### src/rtl/aes_inv_key_expand.sv
// aes_inv_key_expand: AES-128 key schedule that expands forward to round 10, then steps back one round key per request.
// Ports: clk/rst (async active-high), kld+key load a cipher key and start the forward expansion,
// next steps to the previous round key, rewind restores the cached round-10 key,
// rkey0..3 hold the current round key words w0..w3, rnd is its round index,
// busy is high during the forward expansion, ready is high when rkey0..3 are valid for round rnd.

module aes_sbox (
  input  logic [7:0] a_i,
  output logic [7:0] s_o
);
  function automatic logic [7:0] gmul(input logic [7:0] a, input logic [7:0] b);
    logic [7:0] p;
    logic [7:0] x;
    p = '0;
    x = a;
    for (int i = 0; i < 8; i++) begin
      p = b[i] ? p ^ x : p;
      x = {x[6:0], 1'b0} ^ (x[7] ? 8'h1b : 8'h00);
    end
    return p;
  endfunction
  logic [7:0] sq, iv;
  // GF(2^8) inverse as a^254 (the product of a^2, a^4 ... a^128), then the AES affine map
  always_comb begin
    sq = a_i;
    iv = 8'h01;
    for (int i = 1; i < 8; i++) begin
      sq = gmul(sq, sq);
      iv = gmul(iv, sq);
    end
    s_o = iv ^ {iv[6:0], iv[7]} ^ {iv[5:0], iv[7:6]} ^ {iv[4:0], iv[7:5]} ^ {iv[3:0], iv[7:4]} ^ 8'h63;
  end
endmodule

module aes_inv_key_expand #(
  parameter int NR = 10
) (
  input  logic         clk,
  input  logic         rst,
  input  logic         kld,
  input  logic [127:0] key,
  input  logic         next,
  input  logic         rewind,
  output logic [31:0]  rkey0,
  output logic [31:0]  rkey1,
  output logic [31:0]  rkey2,
  output logic [31:0]  rkey3,
  output logic [3:0]   rnd,
  output logic         busy,
  output logic         ready
);
  typedef enum logic [1:0] {IDLE, FWD, RDY} state_t;
  state_t state_q, state_d;
  logic [127:0] w_q, w_d, cache_q, cache_d, fwd_w, inv_w;
  logic [3:0] rnd_q, rnd_d;
  logic busy_q, busy_d, ready_q, ready_d;
  logic [31:0] w0, w1, w2, w3, sb_in, rot, sub, t, f0, f1, f2;
  logic [7:0] rc;
  function automatic logic [7:0] rcon(input logic [3:0] r);
    case (r)
      4'd1:    return 8'h01;
      4'd2:    return 8'h02;
      4'd3:    return 8'h04;
      4'd4:    return 8'h08;
      4'd5:    return 8'h10;
      4'd6:    return 8'h20;
      4'd7:    return 8'h40;
      4'd8:    return 8'h80;
      4'd9:    return 8'h1b;
      4'd10:   return 8'h36;
      default: return 8'h00;
    endcase
  endfunction
  assign {w0, w1, w2, w3} = w_q;
  // one S-box bank serves both directions: the inverse step needs the recovered w3 (= w3^w2)
  assign sb_in = state_q == RDY ? w3 ^ w2 : w3;
  assign rot = {sb_in[23:0], sb_in[31:24]};
  for (genvar i = 0; i < 4; i++) begin : g_sbox
    aes_sbox u_sbox (.a_i(rot[8*i +: 8]), .s_o(sub[8*i +: 8]));
  end
  // forward uses rcon of the round being produced, inverse uses rcon of the round being undone
  assign rc = rcon(state_q == FWD ? rnd_q + 4'd1 : rnd_q);
  assign t = sub ^ {rc, 24'h0};
  assign f0 = w0 ^ t;
  assign f1 = w1 ^ f0;
  assign f2 = w2 ^ f1;
  assign fwd_w = {f0, f1, f2, w3 ^ f2};
  assign inv_w = {w0 ^ t, w1 ^ w0, w2 ^ w1, w3 ^ w2};
  always_comb begin
    state_d = state_q;
    w_d = w_q;
    cache_d = cache_q;
    rnd_d = rnd_q;
    busy_d = busy_q;
    ready_d = ready_q;
    if (kld) begin
      state_d = FWD;
      w_d = key;
      rnd_d = '0;
      busy_d = 1'b1;
      ready_d = 1'b0;
    end else if (state_q == FWD) begin
      w_d = fwd_w;
      rnd_d = rnd_q + 4'd1;
      if (rnd_q == 4'(NR - 1)) begin
        state_d = RDY;
        cache_d = fwd_w;
        busy_d = 1'b0;
        ready_d = 1'b1;
      end
    end else if (state_q == RDY) begin
      if (rewind) begin
        w_d = cache_q;
        rnd_d = 4'(NR);
      end else if (next && rnd_q != 4'd0) begin
        w_d = inv_w;
        rnd_d = rnd_q - 4'd1;
      end
    end
  end
  always_ff @(posedge clk or posedge rst) begin
    if (rst) begin
      state_q <= IDLE;
      w_q <= '0;
      cache_q <= '0;
      rnd_q <= '0;
      busy_q <= 1'b0;
      ready_q <= 1'b0;
    end else begin
      state_q <= state_d;
      w_q <= w_d;
      cache_q <= cache_d;
      rnd_q <= rnd_d;
      busy_q <= busy_d;
      ready_q <= ready_d;
    end
  end
  assign {rkey0, rkey1, rkey2, rkey3} = w_q;
  assign rnd = rnd_q;
  assign busy = busy_q;
  assign ready = ready_q;
endmodule

### config.mk
export PLATFORM = sky130hd
export DESIGN_NAME = aes_inv_key_expand
export DESIGN_NICKNAME = d
export VERILOG_FILES = /design/src/rtl/aes_inv_key_expand.sv
export SDC_FILE = /design/constraint.sdc
export NUM_CORES = 2
export LEC_CHECK = 0
export BUFFER_PORTS_ARGS = -buffer_cell sky130_fd_sc_hd__clkbuf_2
export CORE_MARGIN = 2
export CORE_UTILIZATION = 30
export DETAILED_ROUTE_END_ITERATION = 12
export PLACE_DENSITY_LB_ADDON = 0.05
export SYNTH_ARGS = -nofsm -noshare
export SYNTH_HDL_FRONTEND = slang
export SYNTH_HIERARCHICAL = 1
export SYNTH_SLANG_ARGS = --single-unit
export TNS_END_PERCENT = 10
### constraint.sdc
create_clock -name clk -period 46.7 [get_ports clk]
set_input_delay 2.335 -clock clk [delete_from_list [all_inputs] [get_ports clk]]
set_output_delay 2.335 -clock clk [all_outputs]
set_load 0.005 [all_outputs]
==> impl_metrics.py <==
metrics = {
    "status": {
        "status": "finished clean",
    },
    "detailed_routing": {
        "remaining_drc_errors": 0,
        "wirelength_microns": 306000,
        "vias_per_cell": 5.43,
        "drtPass1Iterations": 6,
        "drt_iter0_markers": 5667,
        "wl_per_cell_microns": 22.6,
        "ant_nets": 0,
        "vias": 73448,
    },
    "clock_tree": {
        "tritoncts": "built",
        "clock_tree.root_cell": "clkbuf_16",
        "postCtsSetupBuffers": 0,
        "hold_buffers": 0,
        "clk_latency_ns": 0.61,
        "clock_path_buffers": 3,
        "clk_pin_slew_ns": 0.06,
        "cts_buffers": 36,
        "htree_levels": 2,
        "clock-sinks": 262,
        "ctsResizeCount": 0,
    },
    "place": {
        "dp.cells": 13450,
        "dp_hpwl_microns": 225000,
        "numPortBuffers": 266,
        "gp_congestion": 0.843,
    },
    "worst_setup_path": {
        "cpPeakStageDelay_ns": 0.85,
        "critPathArrivalTime_ns": 24.22,
        "critPathLaunchType": "flip-flop",
        "regToRegSetupSlack_ns": 22.92,
        "crit_slowest_cell": "a31oi_1",
        "cpMostUsedCell": "xnor2_1",
        "cp.required_ns": 47.14,
        "worstSetupPathType": "reg -> reg",
        "critical-path-top-delay-family": "compound AO/OA/AOI/OAI gates",
        "crit_start": "state_q[1]$_DFFE_PP0P_",
        "end_kind": "flip-flop",
        "crit_buf_inv": 6,
        "critPathMaxFanout": 22,
        "timing.rr.start": "state_q[1]$_DFFE_PP0P_",
    },
    "floorplan": {
        "core_area_sq_um": 259000,
        "initial_core_util_pct": 30.1,
        "die-height_microns": 514,
        "pin_count": 267,
        "num_rows": 187,
        "die_w_microns": 514,
        "die_area_sq_um": 264000,
    },
    "sta": {
        "worst_pin_slew_ns": 1.31,
        "finClkSkew_ns": 0.0311,
        "rsz0062_at_grt": "false",
        "max_freq_mhz": 42.0,
        "relSlewSlack_pct": 12.2,
        "tns_ns": 0,
        "hold_viol_final": 0,
        "period_minus_slack_ns": 23.78,
        "drv_slew": 0,
        "period_share_pct": 50.9,
        "setup_viol": 0,
    },
    "grt": {
        "grt_max_degree": 101,
        "grt_pass1_vias": 70873,
        "antenna_found_initial": 8,
        "grt_pass1_wl_microns": 465000,
        "grt_overflow": 0,
        "grt_use_total_pct": 22.3,
    },
    "cells_and_area": {
        "fin_cells": 13514,
        "seq_area_sq_um": 6560,
        "fill_cells": 27631,
        "drive_above_1_share_pct": 11.8,
        "nets": 10254,
        "multiInputGateArea_sq_um": 68400,
        "syn2layout_area_growth_pct": 8.66,
    },
    "synth": {
        "seq_area_frac_synth_pct": 8.40,
        "synthCells": 10194,
        "yosys.area_share.simple_pct": 20.3,
        "synth_top_family_by_area": "XOR/XNOR gates",
        "synthTopCellsByArea": "xnor2_1, xnor3_1, dfrtp_1, nor2_1, xor2_1",
        "synth_compound_area_share_pct": 19.4,
        "synth_xor_area_share_pct": 41.5,
        "synth_flop_cell": "dfrtp_1",
        "post_synth_num_cell_types": 132,
        "ys_warn_count": 6,
        "ys_ff_latch": 262,
        "synthMuxAreaShare_pct": 5.07,
        "netlist.area_leader.share_pct": 18.6,
        "syn-num-nets": 10362,
        "synth_edf_count": 0,
        "syn_area_per_cell_sq_um": 7.65,
        "syn_area_sq_um": 78000,
        "synth-adder-area-share_pct": 0.561,
        "synth_top_area_cell": "xnor2_1",
        "synthArstFlopShare_pct": 100,
    },
    "hold_path": {
        "hp-start": "cache_q[77]$_DFFE_PP0P_",
        "hold_path.class": "reg -> reg",
    },
    "flow_run": {
        "drv_cap": 0,
    },
}
-- worst reg2reg max path: cells and delay by family (launching register included) --
kind | cells | cell delay (ns)
compound gates | 26 | 7.00
xor+xnor | 15 | 5.83
fa+ha+maj | 4 | 1.75
buf+inv | 6 | 1.44
flops | 1 | 0.54
mux | 3 | 0.91
simple gates | 16 | 6.13
-- layout by cell type (no fill, tap or decap), types with 269 or more instances in the layout --
cell and instances:
nor2_1 1321, buf_4 341, xnor3_1 342, nand2_1 1044
xnor2_1 1597, nor3_1 269, mux2i_1 281, o21ai_0 562
xor2_1 504, a21oi_1 572
-- final cells by class --
cell class	count	share of cell area, %
antenna	1	0.00295
inverter	131	0.590
clock inverter	15	0.198
clock buffer	48	1.20
multi-input combinational	9048	80.6
timing repair buffer	607	4.61
sequential	262	7.73
tap	3402	5.02
-- sequential cells by signal, summed over array words and instances, names as in the netlist --
name,count
rnd,4
cache_q,128
w_q,128
state_q,2
-- routing by layer --
| layer | global-route usage, % | part of all wire [%] | up-vias |
|---|---|---|---|
| met2 | 37.2 | 47 | 1737 |
| met4 | 4.55 | 2.1 | 0 |
| met5 | 0 | 0 | - |
| met1 | 31.4 | 47 | 36058 |
| met3 | 1.66 | 3.8 | 234 |
| li1 | - | - | 35419 |
-- cells in the mapped netlist (29+ instances only) --
| cell type | number |
|---|---|
| xnor2_1 | 1658 |
| nor2_1 | 1323 |
| nand2_1 | 1046 |
| a21oi_1 | 572 |
| o21ai_0 | 562 |
| xor2_1 | 515 |
| clkbuf_1 | 476 |
| xnor3_1 | 342 |
| mux2i_1 | 281 |
| nor3_1 | 269 |
| dfrtp_1 | 262 |
| nand3_1 | 238 |
| buf_2 | 184 |
| o22ai_1 | 153 |
| a31oi_1 | 131 |
| a211oi_1 | 101 |
| inv_1 | 101 |
| xnor2_2 | 95 |
| mux2_2 | 91 |
| a22oi_1 | 88 |
| nand2b_1 | 77 |
| o211ai_1 | 74 |
| a221oi_1 | 65 |
| xor3_1 | 65 |
| nor4_1 | 60 |
| buf_1 | 59 |
| and3_1 | 57 |
| nor2b_1 | 57 |
| or3_1 | 57 |
| and2_1 | 54 |
| nand4_1 | 53 |
| o21ai_1 | 52 |
| o21a_1 | 44 |
| o31ai_1 | 44 |
| xnor3_2 | 39 |
| ha_1 | 35 |
| or4_1 | 30 |
| a21o_1 | 29 |
| or2_2 | 29 |
-- metrics by stage --
| step | hold slack (ns) | setup WS, ns | util (%) | cell area [sq um] |
|---|---|---|---|---|
| global placement | 0.458 | 23.04 | 32.3 | 83600 |
| CTS | 0.479 | 22.90 | 32.7 | 84800 |
| floorplan | 0.441 | 28.82 | - | 78000 |
| global route | 0.497 | 20.98 | 32.7 | 84800 |
| detailed placement | 0.465 | 22.96 | 32.3 | 83600 |
| finish | 0.473 | 22.92 | 32.7 | 84800 |
-- cells by family (layout without fill, tap and decap cells) --
| family | Yosys count | in the layout |
|---|---|---|
| fa+ha+maj | 35 | 35 |
| other cells | 0 | 1 |
| xor+xnor | 2783 | 2783 |
| flops | 262 | 262 |
| compound gates | 2338 | 2338 |
| simple gates | 3513 | 3513 |
| mux | 379 | 379 |
| buf+inv | 884 | 801 |
-- worst paths after layout --
check,to,cells past startpoint
max in group asynchronous,w_q[10]$_DFFE_PP0P_,4
min,cache_q[77]$_DFFE_PP0P_,2
max,w_q[9]$_DFFE_PP0P_,70
max reg2reg,w_q[9]$_DFFE_PP0P_,70
min in group asynchronous,w_q[24]$_DFFE_PP0P_,2
min reg2reg,cache_q[77]$_DFFE_PP0P_,2
Power is not shown: default switching activity piles up to over one toggle a cycle in this logic, so the estimate is an artifact.
